**src/rtl/booth_pkg.sv**
```systemverilog
// Shared types and constants for the parametrised radix-2 Booth multiplier.
package booth_pkg;

    typedef enum logic [1:0] {
        IDLE = 2'd0,
        CALC = 2'd1,
        DONE = 2'd2
    } booth_state_t;

    localparam logic [1:0] BOOTH_ADD = 2'b01;
    localparam logic [1:0] BOOTH_SUB = 2'b10;

    // Counter must hold WIDTH+1, the number of Booth steps per operation.
    function automatic int cnt_width(input int width);
        return $clog2(width + 2);
    endfunction

endpackage

```
**src/rtl/booth_multiplier_n_if.sv**
```systemverilog
// Request/response bundle of the Booth multiplier: start handshake, operands, result.
interface booth_multiplier_n_if #(
    parameter int WIDTH = 8
);
    logic                   start;
    logic                   signed_mode;
    logic [WIDTH-1:0]       multiplier;
    logic [WIDTH-1:0]       multiplicand;
    logic                   busy;
    logic                   done;
    logic [2*WIDTH-1:0]     product;

    modport master (
        output start, signed_mode, multiplier, multiplicand,
        input  busy, done, product
    );

    modport slave (
        input  start, signed_mode, multiplier, multiplicand,
        output busy, done, product
    );
endinterface

```
**src/rtl/booth_step.sv**
```systemverilog
// One radix-2 Booth iteration: conditional add/subtract of M, then arithmetic
// right shift of {A, Q, q_1}.
module booth_step
    import booth_pkg::*;
#(
    parameter int WIDTH = 8
) (
    input  logic signed [WIDTH+1:0] a_i,
    input  logic signed [WIDTH:0]   q_i,
    input  logic                    q1_i,
    input  logic signed [WIDTH+1:0] m_i,
    output logic signed [WIDTH+1:0] a_o,
    output logic signed [WIDTH:0]   q_o,
    output logic                    q1_o
);

    logic signed [WIDTH+1:0] sum;

    always_comb begin
        sum = a_i;
        case ({q_i[0], q1_i})
            BOOTH_ADD: sum = a_i + m_i;
            BOOTH_SUB: sum = a_i - m_i;
            default:   sum = a_i;
        endcase
        // A's sign bit is replicated so the guard bit survives the shift.
        {a_o, q_o, q1_o} = {sum[WIDTH+1], sum, q_i};
    end

endmodule

```
**src/rtl/booth_multiplier_n.sv**
```systemverilog
// Sequential radix-2 Booth multiplier with start/busy/done handshake and
// fixed WIDTH+1 cycle latency; product register holds the last result.
module booth_multiplier_n
    import booth_pkg::*;
#(
    parameter int WIDTH = 8
) (
    input  logic               CLK,
    input  logic               RST,
    booth_multiplier_n_if.slave bus
);

    localparam int CNT_W = cnt_width(WIDTH);
    localparam int AW    = WIDTH + 2;
    localparam int QW    = WIDTH + 1;

    booth_state_t          state_q, state_d;
    logic [CNT_W-1:0]      cnt_q, cnt_d;
    logic signed [AW-1:0]  a_q, a_d, m_q, m_d, a_step;
    logic signed [QW-1:0]  q_q, q_d, q_step;
    logic                  q1_q, q1_d, q1_step;
    logic [2*WIDTH-1:0]    prod_q, prod_d;
    logic [AW+QW-1:0]      aq_step;

    booth_step #(.WIDTH(WIDTH)) u_step (
        .a_i  (a_q),
        .q_i  (q_q),
        .q1_i (q1_q),
        .m_i  (m_q),
        .a_o  (a_step),
        .q_o  (q_step),
        .q1_o (q1_step)
    );

    assign aq_step = {a_step, q_step};

    always_comb begin
        state_d = state_q;
        cnt_d   = cnt_q;
        a_d     = a_q;
        m_d     = m_q;
        q_d     = q_q;
        q1_d    = q1_q;
        prod_d  = prod_q;
        case (state_q)
            IDLE, DONE: begin
                if (bus.start) begin
                    state_d = CALC;
                    cnt_d   = CNT_W'(WIDTH + 1);
                    a_d     = '0;
                    q1_d    = 1'b0;
                    // Extra top bits make unsigned operands non-negative in signed arithmetic.
                    if (bus.signed_mode) begin
                        m_d = {{2{bus.multiplicand[WIDTH-1]}}, bus.multiplicand};
                        q_d = {bus.multiplier[WIDTH-1], bus.multiplier};
                    end else begin
                        m_d = {2'b00, bus.multiplicand};
                        q_d = {1'b0, bus.multiplier};
                    end
                end else begin
                    state_d = IDLE;
                end
            end
            CALC: begin
                a_d   = a_step;
                q_d   = q_step;
                q1_d  = q1_step;
                cnt_d = cnt_q - CNT_W'(1);
                if (cnt_q == CNT_W'(1)) begin
                    state_d = DONE;
                    prod_d  = aq_step[2*WIDTH-1:0];
                end
            end
            default: state_d = IDLE;
        endcase
    end

    always_ff @(posedge CLK) begin
        if (RST) begin
            state_q <= IDLE;
            cnt_q   <= '0;
            a_q     <= '0;
            m_q     <= '0;
            q_q     <= '0;
            q1_q    <= 1'b0;
            prod_q  <= '0;
        end else begin
            state_q <= state_d;
            cnt_q   <= cnt_d;
            a_q     <= a_d;
            m_q     <= m_d;
            q_q     <= q_d;
            q1_q    <= q1_d;
            prod_q  <= prod_d;
        end
    end

    assign bus.busy    = (state_q == CALC);
    assign bus.done    = (state_q == DONE);
    assign bus.product = prod_q;

endmodule

```
**src/flat_wrapper.sv**
```systemverilog
// flat-port wrapper written by rule: the top's interface ports become plain ports
module booth_multiplier_n_flat import booth_pkg::*;
#(
    parameter int WIDTH = 8
)
  (CLK, RST, bus_start, bus_signed_mode, bus_multiplier, bus_multiplicand, bus_busy, bus_done, bus_product);
  booth_multiplier_n_if #(.WIDTH(WIDTH)) bus_i ();
  input  logic CLK;
  input  logic RST;
  input wire logic [$bits(bus_i.start)-1:0] bus_start;
  input wire logic [$bits(bus_i.signed_mode)-1:0] bus_signed_mode;
  input wire logic [$bits(bus_i.multiplier)-1:0] bus_multiplier;
  input wire logic [$bits(bus_i.multiplicand)-1:0] bus_multiplicand;
  output wire logic [$bits(bus_i.busy)-1:0] bus_busy;
  output wire logic [$bits(bus_i.done)-1:0] bus_done;
  output wire logic [$bits(bus_i.product)-1:0] bus_product;
  assign bus_i.start = bus_start;
  assign bus_i.signed_mode = bus_signed_mode;
  assign bus_i.multiplier = bus_multiplier;
  assign bus_i.multiplicand = bus_multiplicand;
  assign bus_busy = bus_i.busy;
  assign bus_done = bus_i.done;
  assign bus_product = bus_i.product;
  booth_multiplier_n #(.WIDTH(WIDTH)) u_core (.CLK(CLK), .RST(RST), .bus(bus_i));
endmodule
```
**config.mk**
```make
export PLATFORM = sky130hd
export DESIGN_NAME = booth_multiplier_n_flat
export DESIGN_NICKNAME = d
export VERILOG_FILES = /design/src/rtl/booth_pkg.sv /design/src/rtl/booth_multiplier_n_if.sv /design/src/rtl/booth_step.sv /design/src/rtl/booth_multiplier_n.sv /design/src/flat_wrapper.sv
export SDC_FILE = /design/constraint.sdc
export NUM_CORES = 1
export LEC_CHECK = 0
export CORE_UTILIZATION = 25
export CTS_CLUSTER_SIZE = 24
export DETAILED_ROUTE_END_ITERATION = 10
export GPL_TIMING_DRIVEN = 0
export REMOVE_ABC_BUFFERS = 1
export SLEW_MARGIN = 20
export SYNTH_ARGS = -nofsm -noshare
export SYNTH_HDL_FRONTEND = slang
export SYNTH_HIERARCHICAL = 1
export SYNTH_SLANG_ARGS = --single-unit
export TNS_END_PERCENT = 100
```
**constraint.sdc**
```tcl
create_clock -name CLK -period 3.3 [get_ports CLK]
set_clock_uncertainty 0.2 [all_clocks]
set_input_delay 0.99 -clock CLK [delete_from_list [all_inputs] [get_ports CLK]]
set_output_delay 0.99 -clock CLK [all_outputs]
set_load 0.1 [all_outputs]
```
==> flow_summary_export.csv <==
group,metric,value,unit
worst_setup_path,crit-reg2reg-launch,"u_core/m_q[0]",
sta,hold_viol_final,0,
finish,drive_above_1_share,8.33,%
finish,syn_to_final_growth,17.0,%
placement,dp_slack,-1.28,ns
floorplanning,io_pins,38,
global_route,grt_pass1_vias,2081,
pwr,switchingPower,0.475,mW
yosys,synth_most_common_cell,"dfxtp_1",
floorplanning,die_area,0.0110,sq mm
finish,diodes,0,
worst_setup_path,startpoint,"u_core/state_q[0]",
clock_network,cts.sinks,51,
placement,gp_congestion,0.809,
pwr,power.leakage,1.08,nW
yosys,ys_ff_latch,51,
sta,max_freq,316,MHz
yosys,async_reset_ff_share,0,%
placement,dp.cells,452,
global_route,grt_max_degree,37,
drt,vias_per_cell,4.69,
worst_setup_path,path_class,"flip-flop to primary output",
sta,fin_crit,3.17,ns
pwr,vdd_drop_max,0.000186,V
sta,finalSetupTns,0,ns
yosys,ys_warn_count,6,
placement,hpwl,3910,um
sta,fin_crit_sh,95.9,%
clock_network,clockBufferDepth,2,
worst_setup_path,cp-start-kind,"flip-flop",
worst_setup_path,critPathCaptureType,"primary output",
floorplanning,num_rows,37,
pwr,power,1.42,mW
placement,numPortBuffers,37,
yosys,synthTopCellsByArea,"dfxtp_1, a21oi_1, ha_1, nand2_1, nand3_1",
yosys,seq_area_frac_synth,38.6,%
drt,firstDrtPassIters,5,
floorplanning,initial_core_util,25.8,%
yosys,synth_top_area_share,38.6,%
floorplanning,chipWidth,105,um
pwr,p_seq_share,47.2,%
clock_network,root_buffer,"clkbuf_8",
pwr,swShare,33.4,%
sta,tightest_slew,0.978,ns
drt,drt_iter0_drc,111,
finish,nNetsFinal,357,
run_status,status,"complete, no violations",
worst_setup_path,worstPathRequired,2.11,ns
clock_network,htreeDepth,2,
drt,drc,0,
sta,slew_violations,0,
yosys,netlist-cell-type-count,44,
pwr,pwr-share-comb,26.3,%
sta,rsz0062_at_grt,"no",
drt,ant_nets,0,
sta,fin_ws,0.135,ns
clock_network,ctsHoldBuffers,0,
sta,finalHoldWorstSlack,0.283,ns
drt,vias,2157,
min_path,min_path_type,"flip-flop to flip-flop",
yosys,syn_inst,309,
clock_network,clock_latency,0.31,ns
yosys,synth_edf_count,0,
global_route,grt-ovfl-total,0,
clock_network,cts_tree,"yes",
min_path,hp-start,"u_core/bus.product[10]",
floorplanning,coreArea,0.0103,sq mm
yosys,syn_area,0.00265,sq mm
global_route,grt_pass1_wl,10100,um
yosys,syn_avg_cell_area,8.57,sq um
clock_network,cts_setup_buffers,0,
pwr,clkPwrFrac,26.5,%
sta,setup_viol,0,
worst_setup_path,critPathMaxFanout,5,
yosys,yosys-top-cells-count,"dfxtp_1, a21oi_1, nand2_1",
worst_setup_path,arrival,1.98,ns
clock_network,numCtsBuffers,5,
run,drv_cap,0,
floorplanning,die_h,105,um
global_route,grt_use_total,11.1,%
yosys,synth_flop_cell,"dfxtp_1",
global_route,antenna_found_initial,0,
clock_network,cts.clk_slew.worst_paths,0.10,ns
yosys,synth_top_area_cell,"dfxtp_1",
finish,stdcell_count,460,
drt,routed_wl,5890,um
drt,wl_per_cell,12.8,um
pwr,p_int,0.947,mW
pwr,p_per_area,459,mW/mm^2
sta,slew_headroom,34.6,%
[worst max-delay path, stage by stage (launching register included)]
cell,delay [ns]
dfxtp_1,0.38
nor2b_1,0.14
clkdlybuf4s50_1,1.15
[repair_timing]
item,4_1_cts,5_1_grt
setup endpoints to repair,1,1
gates resized for setup,6,2
endpoints found under the hold margin,0,0
[layer usage]
layer / vias to the layer above / GRT usage (%) / part of all wire (%) / routed length (um)
met4: 0 / 2.52 / 0.53 / 31
li1: 1116 / - / - / -
met5: - / 0 / 0 / 0
met2: 58 / 17.7 / 44 / 2570
met3: 4 / 2.18 / 4.5 / 263
met1: 979 / 15.4 / 51 / 3020
[power by group through the flow]
stage | Clock (mW) | Combinational (mW) | Sequential, mW
CTS | 0.394 | 0.373 | 0.671
detailed placement | 0 | 0.370 | 0.685
global route | 0.410 | 0.416 | 0.677
global placement | 0 | 0.365 | 0.684
floorplan | 0 | 0.263 | 0.693
finish | 0.376 | 0.374 | 0.671
[cell usage in the layout, fill, tap and decap left out, drive strengths merged, types with 2 or more instances in the layout]
| master | n |
|---|---|
| a22o | 16 |
| nand2 | 40 |
| dfxtp | 51 |
| clkbuf | 5 |
| xnor2 | 10 |
| inv | 11 |
| nor2b | 2 |
| clkdlybuf4s50 | 35 |
| xor2 | 4 |
| nor3 | 7 |
| nand2b | 6 |
| nand3 | 24 |
| a31oi | 4 |
| a22oi | 8 |
| o21ai | 10 |
| ha | 13 |
| clkinv | 3 |
| a21oi | 42 |
| nor2 | 9 |
| a211oi | 5 |
| a311oi | 2 |
[path summary, 6_finish.rpt]
| kind | endpoint | slack [ns] | cells past startpoint |
|---|---|---|---|
| worst max-delay path | bus_done | 0.13 | 2 |
| worst min-delay path | u_core/bus.product[10] | 0.28 | 1 |
| worst max register to register | u_core/a_q[6] | 0.32 | 13 |
| worst min register to register | u_core/bus.product[10] | 0.28 | 1 |
[area by class of cell]
| class | count | area, sq um |
|---|---|---|
| multi-input combinational | 217 | 1400 |
| clock inverter | 3 | 22.5 |
| fill | 1126 | 7180 |
| timing repair buffer | 37 | 365 |
| inverter | 11 | 46.3 |
| clock buffer | 5 | 68.8 |
| sequential | 51 | 1020 |
| tap | 136 | 170 |
[flip-flops by register name, summed over array words and instances (netlist names)]
name                count
u_core/cnt_q            4
u_core/bus.product     16
u_core/q_q              9
u_core/q1_q             1
u_core/state_q          2
u_core/a_q             10
u_core/m_q              9
[metrics by stage]
| stage | area [sq um] | util (%) |
|---|---|---|
| 2_1_floorplan | 2450 | - |
| 3_3_place_gp | 2990 | 29.1 |
| 3_5_place_dp | 2990 | 29.1 |
| 4_1_cts | 3090 | 30.1 |
| 5_1_grt | 3100 | 30.1 |
| 6_report | 3100 | 30.1 |
[logic make-up (layout without fill, tap and decap cells)]
logic type / Yosys count / count (layout) / synth area share, %
AOI/OAI and AO/OA: 93 / 93 / 22.5
xor gates and xnor gates: 14 / 14 / 4.63
adders and majority gates: 14 / 14 / 6.90
buffers and inverters: 41 / 56 / 8.93
DFF: 51 / 51 / 38.6
muxes: 2 / 2 / 0.803
and+or+nand+nor: 94 / 94 / 17.7
Note: power is estimated with default switching activity, not from simulation.
